**src/rtl/spi_note_sender.sv**
```systemverilog
// SPI mode-0 transmitter for MIDI-style note frames: a 4-byte NOTEON or a 2-byte NOTEOFF
// per accepted command, MSB first, with a fixed sclk-low gap between bytes.
module spi_note_sender #(
    parameter int unsigned CLK_DIV  = 4,
    parameter int unsigned BYTE_GAP = 8,
    parameter logic [7:0]  NOTEON   = 8'h90,
    parameter logic [7:0]  NOTEOFF  = 8'h80
) (
    input  logic       clk,
    input  logic       reset,
    input  logic       cmd_valid,
    output logic       cmd_ready,
    input  logic       note_status,
    input  logic [7:0] voice_index,
    input  logic [6:0] midi_note,
    input  logic [6:0] velocity,
    output logic       SPI_sclk,
    output logic       SPI_mosi,
    output logic       SPI_cs_n,
    output logic       busy,
    output logic       tx_done
);

    localparam int unsigned DIV_W = (CLK_DIV > 1) ? $clog2(CLK_DIV) : 1;
    localparam int unsigned GAP_W = (BYTE_GAP > 1) ? $clog2(BYTE_GAP) : 1;
    localparam logic [DIV_W-1:0] DIV_LAST = DIV_W'(CLK_DIV - 1);
    localparam logic [GAP_W-1:0] GAP_LAST = GAP_W'(BYTE_GAP - 1);

    typedef enum logic [1:0] {
        S_IDLE,
        S_SHIFT,
        S_GAP,
        S_DONE
    } state_t;

    state_t           r_state,     w_state_nxt;
    logic [DIV_W-1:0] r_div_cnt,   w_div_cnt_nxt;
    logic [2:0]       r_bit_cnt,   w_bit_cnt_nxt;
    logic [1:0]       r_byte_cnt,  w_byte_cnt_nxt;
    logic [1:0]       r_last_byte, w_last_byte_nxt;
    logic [GAP_W-1:0] r_gap_cnt,   w_gap_cnt_nxt;
    logic [31:0]      r_shift,     w_shift_nxt;
    logic             r_sclk,      w_sclk_nxt;
    logic             r_mosi,      w_mosi_nxt;
    logic             r_cs_n,      w_cs_n_nxt;
    logic             r_tx_done,   w_tx_done_nxt;
    logic             r_cmd_ready, w_cmd_ready_nxt;
    logic             r_busy,      w_busy_nxt;
    logic [31:0]      w_frame;

    // NOTEOFF only ever sends the top two bytes; the zero tail is never shifted out.
    assign w_frame = note_status ? {NOTEON, voice_index, 1'b0, midi_note, 1'b0, velocity}
                                 : {NOTEOFF, voice_index, 16'h0000};

    always_comb begin
        // NOTE: every comb output gets a default first so no path leaves it unassigned (no latch).
        w_state_nxt     = r_state;
        w_div_cnt_nxt   = r_div_cnt;
        w_bit_cnt_nxt   = r_bit_cnt;
        w_byte_cnt_nxt  = r_byte_cnt;
        w_last_byte_nxt = r_last_byte;
        w_gap_cnt_nxt   = r_gap_cnt;
        w_shift_nxt     = r_shift;
        w_sclk_nxt      = r_sclk;
        w_mosi_nxt      = r_mosi;
        w_cs_n_nxt      = r_cs_n;
        w_tx_done_nxt   = 1'b0;

        case (r_state)
            S_IDLE: begin
                w_cs_n_nxt = 1'b1;
                w_sclk_nxt = 1'b0;
                w_mosi_nxt = 1'b0;
                if (cmd_valid && r_cmd_ready) begin
                    w_state_nxt     = S_SHIFT;
                    w_shift_nxt     = w_frame;
                    w_last_byte_nxt = note_status ? 2'd3 : 2'd1;
                    w_div_cnt_nxt   = '0;
                    w_bit_cnt_nxt   = '0;
                    w_byte_cnt_nxt  = '0;
                    w_gap_cnt_nxt   = '0;
                    w_cs_n_nxt      = 1'b0;
                    w_mosi_nxt      = w_frame[31];
                end
            end
            S_SHIFT: begin
                if (r_div_cnt == DIV_LAST) begin
                    w_div_cnt_nxt = '0;
                    if (!r_sclk) begin
                        w_sclk_nxt = 1'b1;
                    end else begin
                        // Falling sclk: the only point where mosi moves, a full low phase before the next rise.
                        w_sclk_nxt  = 1'b0;
                        w_shift_nxt = {r_shift[30:0], 1'b0};
                        if (r_bit_cnt == 3'd7) begin
                            w_state_nxt   = S_GAP;
                            w_bit_cnt_nxt = '0;
                            w_gap_cnt_nxt = '0;
                            w_mosi_nxt    = 1'b0;
                        end else begin
                            w_bit_cnt_nxt = r_bit_cnt + 3'd1;
                            w_mosi_nxt    = r_shift[30];
                        end
                    end
                end else begin
                    w_div_cnt_nxt = r_div_cnt + DIV_W'(1);
                end
            end
            S_GAP: begin
                if (r_gap_cnt == GAP_LAST) begin
                    w_gap_cnt_nxt = '0;
                    if (r_byte_cnt == r_last_byte) begin
                        w_state_nxt   = S_DONE;
                        w_cs_n_nxt    = 1'b1;
                        w_mosi_nxt    = 1'b0;
                        w_tx_done_nxt = 1'b1;
                    end else begin
                        w_state_nxt    = S_SHIFT;
                        w_byte_cnt_nxt = r_byte_cnt + 2'd1;
                        w_div_cnt_nxt  = '0;
                        w_mosi_nxt     = r_shift[31];
                    end
                end else begin
                    w_gap_cnt_nxt = r_gap_cnt + GAP_W'(1);
                end
            end
            S_DONE: begin
                w_state_nxt = S_IDLE;
                w_cs_n_nxt  = 1'b1;
                w_sclk_nxt  = 1'b0;
                w_mosi_nxt  = 1'b0;
            end
            default: begin
                w_state_nxt = S_IDLE;
            end
        endcase

        w_cmd_ready_nxt = (w_state_nxt == S_IDLE);
        w_busy_nxt      = (w_state_nxt != S_IDLE);
    end

    always_ff @(posedge clk) begin
        // NOTE: the frame shift register is a plain register, so it is cleared with everything else.
        if (reset) begin
            r_state     <= S_IDLE;
            r_div_cnt   <= '0;
            r_bit_cnt   <= '0;
            r_byte_cnt  <= '0;
            r_last_byte <= '0;
            r_gap_cnt   <= '0;
            r_shift     <= '0;
            r_sclk      <= 1'b0;
            r_mosi      <= 1'b0;
            r_cs_n      <= 1'b1;
            r_tx_done   <= 1'b0;
            r_cmd_ready <= 1'b1;
            r_busy      <= 1'b0;
        end else begin
            r_state     <= w_state_nxt;
            r_div_cnt   <= w_div_cnt_nxt;
            r_bit_cnt   <= w_bit_cnt_nxt;
            r_byte_cnt  <= w_byte_cnt_nxt;
            r_last_byte <= w_last_byte_nxt;
            r_gap_cnt   <= w_gap_cnt_nxt;
            r_shift     <= w_shift_nxt;
            r_sclk      <= w_sclk_nxt;
            r_mosi      <= w_mosi_nxt;
            r_cs_n      <= w_cs_n_nxt;
            r_tx_done   <= w_tx_done_nxt;
            r_cmd_ready <= w_cmd_ready_nxt;
            r_busy      <= w_busy_nxt;
        end
    end

    assign cmd_ready = r_cmd_ready;
    assign busy      = r_busy;
    assign SPI_sclk  = r_sclk;
    assign SPI_mosi  = r_mosi;
    assign SPI_cs_n  = r_cs_n;
    assign tx_done   = r_tx_done;

endmodule

```
**config.mk**
```make
export PLATFORM = sky130hd
export DESIGN_NAME = spi_note_sender
export DESIGN_NICKNAME = d
export VERILOG_FILES = /design/src/rtl/spi_note_sender.sv
export SDC_FILE = /design/constraint.sdc
export NUM_CORES = 1
export LEC_CHECK = 0
export BUFFER_PORTS_ARGS = -buffer_cell sky130_fd_sc_hd__buf_2
export CAP_MARGIN = 20
export CORE_AREA = 2 2 94 96
export DETAILED_ROUTE_END_ITERATION = 10
export DIE_AREA = 0 0 96 98
export PLACE_DENSITY_LB_ADDON = 0.08
export SYNTH_ARGS = -nofsm -noshare
export SYNTH_HDL_FRONTEND = slang
export SYNTH_SLANG_ARGS = --single-unit
```
**constraint.sdc**
```tcl
create_clock -name clk -period 1.7 [get_ports clk]
set_clock_uncertainty 0.1 [all_clocks]
set_input_delay 0.17 -clock clk [delete_from_list [all_inputs] [get_ports clk]]
set_output_delay 0.17 -clock clk [all_outputs]
set_load 0.02 [all_outputs]
```
## Word-level counts from Yosys, hierarchy flattened

Cells that the tools add are included.

| cells by class | value |
|---|---|
| divide/modulo/power cells | 0 |
| multiply operators | 0 |
| order comparisons | 0 |
| equality and inequality tests | 14 |
| add/sub/neg operators | 4 |
| bitwise operators | 2 |
| reductions and logical operators | 19 |
| shifts and indexed selects | 0 |
| multiplexer cells | 46 |

Operators with widths:

| operator | count |
|---|---|
| 32-bit two-way mux | 3 |
| 32-bit case mux with 2 select lines | 1 |
| 29-bit two-way mux | 1 |
| 2-bit two-way mux | 13 |
| 3-bit two-way mux | 8 |
| 2-bit != test (second input constant) | 7 |
| 1-bit two-way mux | 12 |
| 4-bit AND reduction | 3 |
| 3-bit case mux with 3 select lines | 1 |
| 2-bit case mux with 4 select lines | 1 |
| 2-bit nonzero test | 4 |
| 3-bit by 1-bit adder with 3-bit output (second input constant) | 2 |
| 2-bit == test (second input constant) | 3 |
| 3-bit == test (second input constant) | 2 |
| 2-bit case mux with 3 select lines | 1 |
| 3-bit case mux with 2 select lines | 1 |
| 3-bit AND reduction | 2 |
| 3-bit nonzero test | 2 |
| 5-bit AND reduction | 1 |
| 2-bit by 1-bit adder with 2-bit output (second input constant) | 2 |
| 2-bit zero test | 2 |
| 1-bit case mux with 4 select lines | 1 |
| 2-bit case mux with 2 select lines | 1 |
| 2-bit AND reduction | 2 |
| other kinds (8) | 9 |

| word-level totals | value |
|---|---|
| bits in writable memories | 0 |
| memory bits (read-only) | 0 |
| memories kept | 0 |
| output and inout bits | 6 |
| input bits | 26 |
| logic and storage cells | 98 |
| bits in registers | 52 |
| latch bits | 0 |

## Depth between registers and ports, before layout

Gate-level depths: netlist (run 1).

| logic depth | value |
|---|---|
| depth after elaboration | 6 |
| depth in mapped cells | 9 |
| mapped depth without buffers | 6 |

## Least setup slack after synthesis (run 1)

OpenSTA, ideal clock, no wires.

| timing | value |
|---|---|
| path kind | register to register |
| start | reg r_state[1] |
| end | reg r_shift[10] |
| buffers on the path | 3 |
| setup time | 0.132 ns |
| stages on the path, launching flop included | 10 |
| data arrival time | 1.629 ns |
| slack | -0.161 ns |
| path through | dfxtp_1 -> inv_1 -> ha_1 -> buf_2 -> nand2b_1 -> a21o_1 -> buf_4 -> buf_6 -> a221oi_1 -> nor3_1 |

| on the way | value |
|---|---|
| word-level cells in the longest chain between the ends | 3 |
| elaborated cells on any way between the ends | 8 |
| classes of those cells | eq/ne: 4; mux: 1; reduce/logical: 3 |

Ends and longest elaborated chain:

| element | RTL line | RTL |
|---|---|---|
| start: declaration | 36 | `state_t r_state, w_state_nxt;` |
| start signal: assignment | 159 | `r_state <= w_state_nxt;` |
| 2-bit by 1-bit == test with 1-bit output / 2-bit zero test (equally long branches) | 69 | `case (r_state)` |
| 2-bit != test (no source line) / 2-bit nonzero test (equally long branches) | -- |  |
| 4-bit AND reduction (no source line) | -- |  |
| end signal: assignment | 165 | `r_shift <= w_shift_nxt;` |
| end: declaration | 42 | `logic [31:0] r_shift, w_shift_nxt;` |

Parallel ways exist; a longest one is shown, timed or not.
A chain may end at the register's enable or synchronous reset.

## Worst setup path after layout (run 1)

| timing | value |
|---|---|
| start | reg r_state[1] |
| end | reg r_byte_cnt[1] |

| on the way | value |
|---|---|
| word-level cells in the longest chain between the ends | 3 |
| elaborated cells on any way between the ends | 8 |
| classes of those cells | eq/ne: 4; mux: 1; reduce/logical: 3 |

Ends and longest elaborated chain:

| element | RTL line | RTL |
|---|---|---|
| 2-bit == test / 2-bit zero test (equally long branches) | 69 |  |
| 2-bit != test (no source line) / 2-bit nonzero test (equally long branches) | -- |  |
| 4-bit AND reduction (no source line) | -- |  |
| end signal: assignment | 162 | `r_byte_cnt <= w_byte_cnt_nxt;` |
| end: declaration | 39 | `logic [1:0] r_byte_cnt, w_byte_cnt_nxt;` |

Parallel ways exist; a longest one is shown, timed or not.

==> impl_results.md, run 1 <==
- Number of antenna repair diodes: 0
- Number of global-route vias before repair: 2023
- Area growth, synth to finish: 40.4%
- Total Routed Length: between 6 and 7 mm
- Proportion of layout cells with a drive suffix above 1: 40.9%
- EDFF count, synth: 0
- Overall via count from detail_route: 2093
- Quantity of I/O buffers inserted on ports: 31
- Final cycle utilization of the critical path: 101%
- Critical path fanouts, max: 5
- Class of the most critical hold timing path: primary input to flip-flop
- Io pins: 32
- Summed instance area of the synthesized netlist: ~2400 µm²
- Die X-Extent: 96 µm
- Kind of launch point of the worst setup path: flip-flop
- Status: finished, violations left
- Final setup fails: 1
- Average size of a mapped cell: between 9 and 10 µm²
- Fin worst setup slack: -9.05 ps
- Critical Path AT: about 1800 ps
- Die ar.: 9410 µm²
- Dominant cells by area after synthesis: dfxtp_1 (44%), nor2_1 (6.8%), ha_1 (5.3%)
- Fraction of the yosys area taken by sequential cells: between 40 and 50%
- Clock slew seen by the registers of the worst setup and hold paths: around 110 ps
- Post-route DRC violation count: 0
- Total nets after synthesis: between 200 and 300
- Overall overflow remaining after global route: 0
- Most frequent cell after synthesis: dfxtp_1
- Leading register cell type out of synthesis: dfxtp_1
- Worst ir drop on vdd: ~340 µV
- Leading cell types by count after synthesis: dfxtp_1 (52), nor2_1 (43), nor3_1 (20)
- Die outline height: between 90 and 100 µm
- Pin count of the biggest net entering global routing: 27
- Slew at the pin closest to its max-slew limit: 484 ps
- Setup repair after global routing missed its margin: yes
- Leakage power summed over all cells: approximately 1.3 nW
- Core area: 8470 µm²
- Required time at the worst-slack endpoint: about 1800 ps
- Maximum count of clock buffers along a single path: 2
- Gate count of the mapped netlist: 262
- Number of buffer and inverter stages on the critical path: 3
- Worst relative slew slack: about two thirds
- Final count of hold timing violations: 0
- Initial Utilization: 28.0%
- Total of flip-flops plus latches after synthesis: 52
- Vias per Instance: about 4.9
- Pre-Repair DR Iteration Count: 5
- Total clock sinks: between 50 and 60
- Share of Yosys cell area claimed by the top area cell type: a little over two fifths
- Placed wire-length estimate: between 4 and 5 mm
- Warning count from the yosys run: 0
- CTS root buffer: clkbuf_8
- Global-route wire length before repair: approximately 10 mm
- Violated checks: negative setup slack
- Worst-case setup slack after placement: -107 ps
- End-of-flow core utilization: about 40%
- Worst skew pair latency: just over 300 ps
- Worst stage delay on the critical path: around 380 ps
- Dominant cell type by area after synthesis: dfxtp_1
- Remaining antenna violation count after routing: 0
- Max-Cap Viols: 0
- Dpl cell area: roughly 2900 µm²
- Minimum clock period: ~1700 ps
- Distinct cells, synth: between 40 and 50
- Setup CP Type: flip-flop to flip-flop
- Slowest cell on the critical path: dfxtp_4
- Crit-path cells: inv_4 -> ha_4 -> a21boi_4 -> buf_12 -> buf_8 -> nor3_2 -> a221o_1
- Number of buffers inserted during clock tree synthesis: 5
- Setup crit end kind: flip-flop
- Dominant delay contributor by cell family on the critical path: compound AO/OA/AOI/OAI gates
- Starting DRC count in detailed routing: 64
- Finished Cell Area: 3330 µm²
- H-tree depth: 2
- Proportion of synthesized flip-flops having asynchronous set or reset: 0%
- Routed wire per std cell: roughly 15 µm
- Core Rows: 34
- Antenna violations before repair: 0
- Peak Freq: slightly below 600 MHz
- Placer congestion estimate: approximately 0.70
- Count of nets after finishing: about 350
- Final slew viol count: 0
- Total power density per cell area: about 940 nW/µm²
- GRT Util Overall: 14.1%
- CTS tree: built
-- metrics by stage --
step	power, mW	cells	hold WS [ps]	setup TNS [ps]
global route	3.32	426	36.0	-1530
detailed placement	2.29	414	342	-581
floorplan	2.02	262	136	0
CTS	3.08	425	29.2	-52.2
finish	3.12	426	25.0	-9.05
global placement	2.29	414	348	-948
-- flip-flops by register name, indices dropped and copies added (netlist names), 2 cells and up --
name and cells:
r_shift 32, r_state 2, r_div_cnt 2, r_bit_cnt 3, r_byte_cnt 2, r_last_byte 2, r_gap_cnt 3
-- metal layers --
layer / routed length, µm / GRT usage, %
met1: 3090 / 19.1
met2: 2980 / 22.0
met3: 184 / 3.01
met4: 66 / 4.62
met5: 0 / 0
-- layout make-up --
cell class / count / area [µm²]
clock inverters: 2 / 16.3
flip-flops and latches: 52 / 1050
clock buffers: 6 / 72.6
fillers: 857 / 5140
well taps: 108 / 135
inverters: 9 / 38.8
repair buffers: 67 / 493
multi-input cells: 182 / 1520
-- cell usage in the layout (no fill, tap or decap), types with 3 or more instances in the layout --
cell      synthesis  routed
buf_4             3      28
buf_12            0       4
nor3_2            0       3
nor2b_1           5       4
nor3_1           20      17
nor2_1           43      41
a22oi_1           9       7
a21oi_1          11       8
dfxtp_2           0       3
a211oi_2          1       4
clkbuf_8          0       5
a221oi_2          1      13
inv_1             9       6
mux2i_1          12      12
nand2_1           8       8
a211oi_1         10       6
ha_4              0       7
nand3_1           8       6
buf_2             8      31
dfxtp_1          52      47
a21oi_2           1       3
-- logic make-up after synthesis --
group                    after synthesis  share of synthesized area [%]
buffers and inverters                 28                           5.65
adder cells (fa/ha/maj)               10                           5.28
flip-flops                            52                           44.0
multiplexers                          12                           5.07
AND/OR/NAND/NOR                       95                           18.4
AO/OA/AOI/OAI                         63                           20.9
XOR/XNOR                               2                          0.740
-- report_power, final --
part	internal, mW	switching, mW
Clock	0.295	0.457
Combinational	0.428	0.496
Sequential	1.35	0.0887
Total	2.07	1.04
-- worst paths after layout --
kind	depth (start not counted)	from	slack [ps]	endpoint
setup / recovery	7	r_state[1]	-9	r_byte_cnt[1]
hold / removal	3	velocity[6]	30	r_shift[6]
setup reg to reg	7	r_state[1]	-9	r_byte_cnt[1]
hold reg to reg	2	r_bit_cnt[1]	370	r_bit_cnt[1]
-- worst reg2reg max path, delay by kind of cell, from the launching register on --
kind                       cells  cell delay (ps)
and+or+nand+nor                1               40
DFF                            1              380
buffers and inverters          3              340
AOI/OAI and AO/OA              2              600
adders and majority gates      1              140
-- timing repair --
action,4_1_cts,5_1_grt
endpoints found under the hold margin,1,0
setup buffers,2,1
resized for setup,20,32
hold buffers,1,0
endpoints found under the setup margin,37,45
pin swaps,5,6
Note: power is estimated with default switching activity, not from simulation.
==> run 2: changes to the inputs <==
- CELL_PAD_IN_SITES_DETAIL_PLACEMENT: not set -> 0
- CELL_PAD_IN_SITES_GLOBAL_PLACEMENT: not set -> 1
- CORE_AREA: 2 2 94 96 -> 2 2 105 86
- DIE_AREA: 0 0 96 98 -> 0 0 107 88
==> run 2 against run 1 <==
Die area hardly changed. The flow still finishes with violations (negative setup slack). Design area increased by 5.3%. Sequential share of layout area is 1.5 points lower. Hold slack better by 2.3 ps. Combinational power increased by 12%. Fmax decreased by 1.3%. Count of clock-buffer cells in the layout stayed put. Via count grew 1.5%.
==> impl_results.md, run 2 (synthesis gave the netlist of run 1 again) <==
- Status: finished, violations left
- Violated checks: negative setup slack
- Max-Cap Viols: 0
- Worst skew pair latency: ~300 ps
- Placed wire-length estimate: 4.25 mm
- Critical Path AT: 1820 ps
- Placer congestion estimate: approximately 0.76
- Die outline height: about 88 µm
- Fin worst setup slack: -32.1 ps
- Number of inserted filler cells in the final layout: about 840
- Vias per Instance: ~4.8
- Total power density per cell area: roughly 970 nW/µm²
- Peak Freq: 577 MHz
- Worst ir drop on vdd: 376 µV
- Setup repair after global routing missed its margin: yes
- Pin count of the biggest net entering global routing: 26
- Final slew viol count: 0
- Quantity of I/O buffers inserted on ports: 31
- Area taken by multi-input logic gates: ~1500 µm²
- Die X-Extent: around 110 µm
- Remaining antenna violation count after routing: 0
- Maximum count of clock buffers along a single path: 2
- Overall via count from detail_route: roughly 2100
- Core area: approximately 8400 µm²
- Class of the most critical hold timing path: primary input to flip-flop
- Net switching power: just over 1 mW
- Total Routed Length: ~6.3 mm
- Number of buffers inserted during clock tree synthesis: 5
- Final Instance Count excl. Fillers: 439
- Most frequent cells in the layout: dfxtp_1 (44), nor2_1 (42), buf_4 (33)
- Internal cell power: between 2 and 2.5 mW
- Switching fraction of total power: 30.1%
- Number of antenna repair diodes: 0
- Core Rows: 30
- Io pins: 32
- Number of hold buffers added after CTS: 0
- Area growth, synth to finish: 47.9%
- Largest register FFs: 32
- Clock slew seen by the registers of the worst setup and hold paths: ~90 ps
- Dpl cell area: 3000 µm²
- Final count of hold timing violations: 0
- Setup crit end kind: flip-flop
- Leakage power summed over all cells: approximately 1.4 nW
- Pre-Repair DR Iteration Count: 4
- Post-route DRC violation count: 0
- CTS tree: built
- CTS root buffer: clkbuf_8
- Overall overflow remaining after global route: 0
- Number of global-route vias before repair: ~2000
- Final cycle utilization of the critical path: 102%
- Post-route total power: roughly 3.4 mW
- Minimum clock period: ~1700 ps
- Die ar.: approximately 9400 µm²
- Setup CP Type: flip-flop to flip-flop
- Slew at the pin closest to its max-slew limit: 346 ps
- Final setup fails: 2
- H-tree depth: 2
- Seq. cell area: between 1000 and 1500 µm²
- Initial Utilization: about 28%
- Global-route wire length before repair: roughly 10 mm
- Starting DRC count in detailed routing: just under 80
- Kind of launch point of the worst setup path: flip-flop
- Most common library cell in the layout ignoring fill and taps: dfxtp_1
- Critical path fanouts, max: 7
- Largest register by flop count: r_shift
- Share of power burned in registers: between 40 and 50%
- Worst relative slew slack: between 70% and 80%
- Relative contribution of combinational cells to total power: a little under a third
- Count of nets after finishing: about 360
- Finished Cell Area: roughly 3500 µm²
- Required time at the worst-slack endpoint: about 1800 ps
- Antenna violations before repair: 0
- Total clock sinks: 52
- GRT Util Overall: 13.5%
- Largest registers ranked by flip-flop count: r_shift x32, r_bit_cnt x3, r_gap_cnt x3
- Proportion of layout cells with a drive suffix above 1: about 45%
- Routed wire per std cell: roughly 14 µm
- Clock group share of total power: 27.5%
- Total placed cells including tap cells: roughly 420
==> run 2: cell count changes in the layout (fill, tap and decap cells not counted), moves of 3 or more <==
| cell | previous run | this run |
|---|---|---|
| buf_4 | 28 | 33 |
| dfxtp_2 | 3 | 6 |
| clkbuf_16 | 0 | 3 |
| dfxtp_1 | 47 | 44 |
| buf_6 | 2 | 6 |
==> run 2: timing repair <==
| item | CTS | global route |
|---|---|---|
| setup buffers | 1 | 7 |
| pin swaps | 4 | 19 |
| gates resized for setup | 21 | 35 |
| endpoints found under the setup margin | 39 | 47 |
| endpoints found under the hold margin | 0 | 0 |
| gates cloned | 0 | 2 |
==> run 2: area by class of cell <==
class / count / share of cell area (%)
Clock buffer: 6 / 2.68
Tap cell: 112 / 4.00
Clock inverter: 1 / 0.857
Inverter: 9 / 1.04
Timing Repair Buffer: 77 / 17.7
Multi-Input combinational cell: 182 / 43.6
Sequential cell: 52 / 30.2
==> run 2: power by group through the flow <==
stage	clock network [mW]	logic (mW)	registers (mW)
after floorplan	0	0.565	1.45
after global placement	0	0.827	1.46
after detailed placement	0	0.825	1.46
after CTS	0.969	0.877	1.43
after global routing	1.03	1.13	1.45
final	0.937	1.04	1.44
==> run 2: per-layer routing <==
| metal | GRT usage [%] | vias to the layer above | part of all wire [%] |
|---|---|---|---|
| met5 | 0 | - | 0 |
| met4 | 3.42 | 0 | 0.57 |
| met3 | 2.83 | 2 | 2.8 |
| met2 | 19.3 | 24 | 42 |
| met1 | 20.4 | 1010 | 55 |
| li1 | - | 1089 | - |
==> run 2: path summary, 6_finish.rpt <==
kind,startpoint,end,slack [ps],cells after the start
min reg2reg,r_bit_cnt[1],r_bit_cnt[1],360,2
min,velocity[0],r_shift[0],30,3
max,r_state[0],r_gap_cnt[0],-30,7
max reg2reg,r_state[0],r_gap_cnt[0],-30,7
==> run 2: stage by stage <==
stage,worst slack (ps),TNS [ps],utilization (%),hold slack [ps]
finish,-32.1,-34.2,41.8,27.4
CTS,-0.914,-0.914,38.8,17.7
floorplan,2.80,0,-,136
global placement,-105,-772,35.9,321
detailed placement,-92.6,-1280,35.9,322
global route,-97.6,-1400,41.8,16.0
==> run 2: worst max-delay path: stages (launching register included) <==
cell and delay (ps):
dfxtp_4 390, inv_4 40, ha_4 150, a21boi_4 170
buf_6 150, a211oi_4 330, mux2i_1 230, nor2_1 60
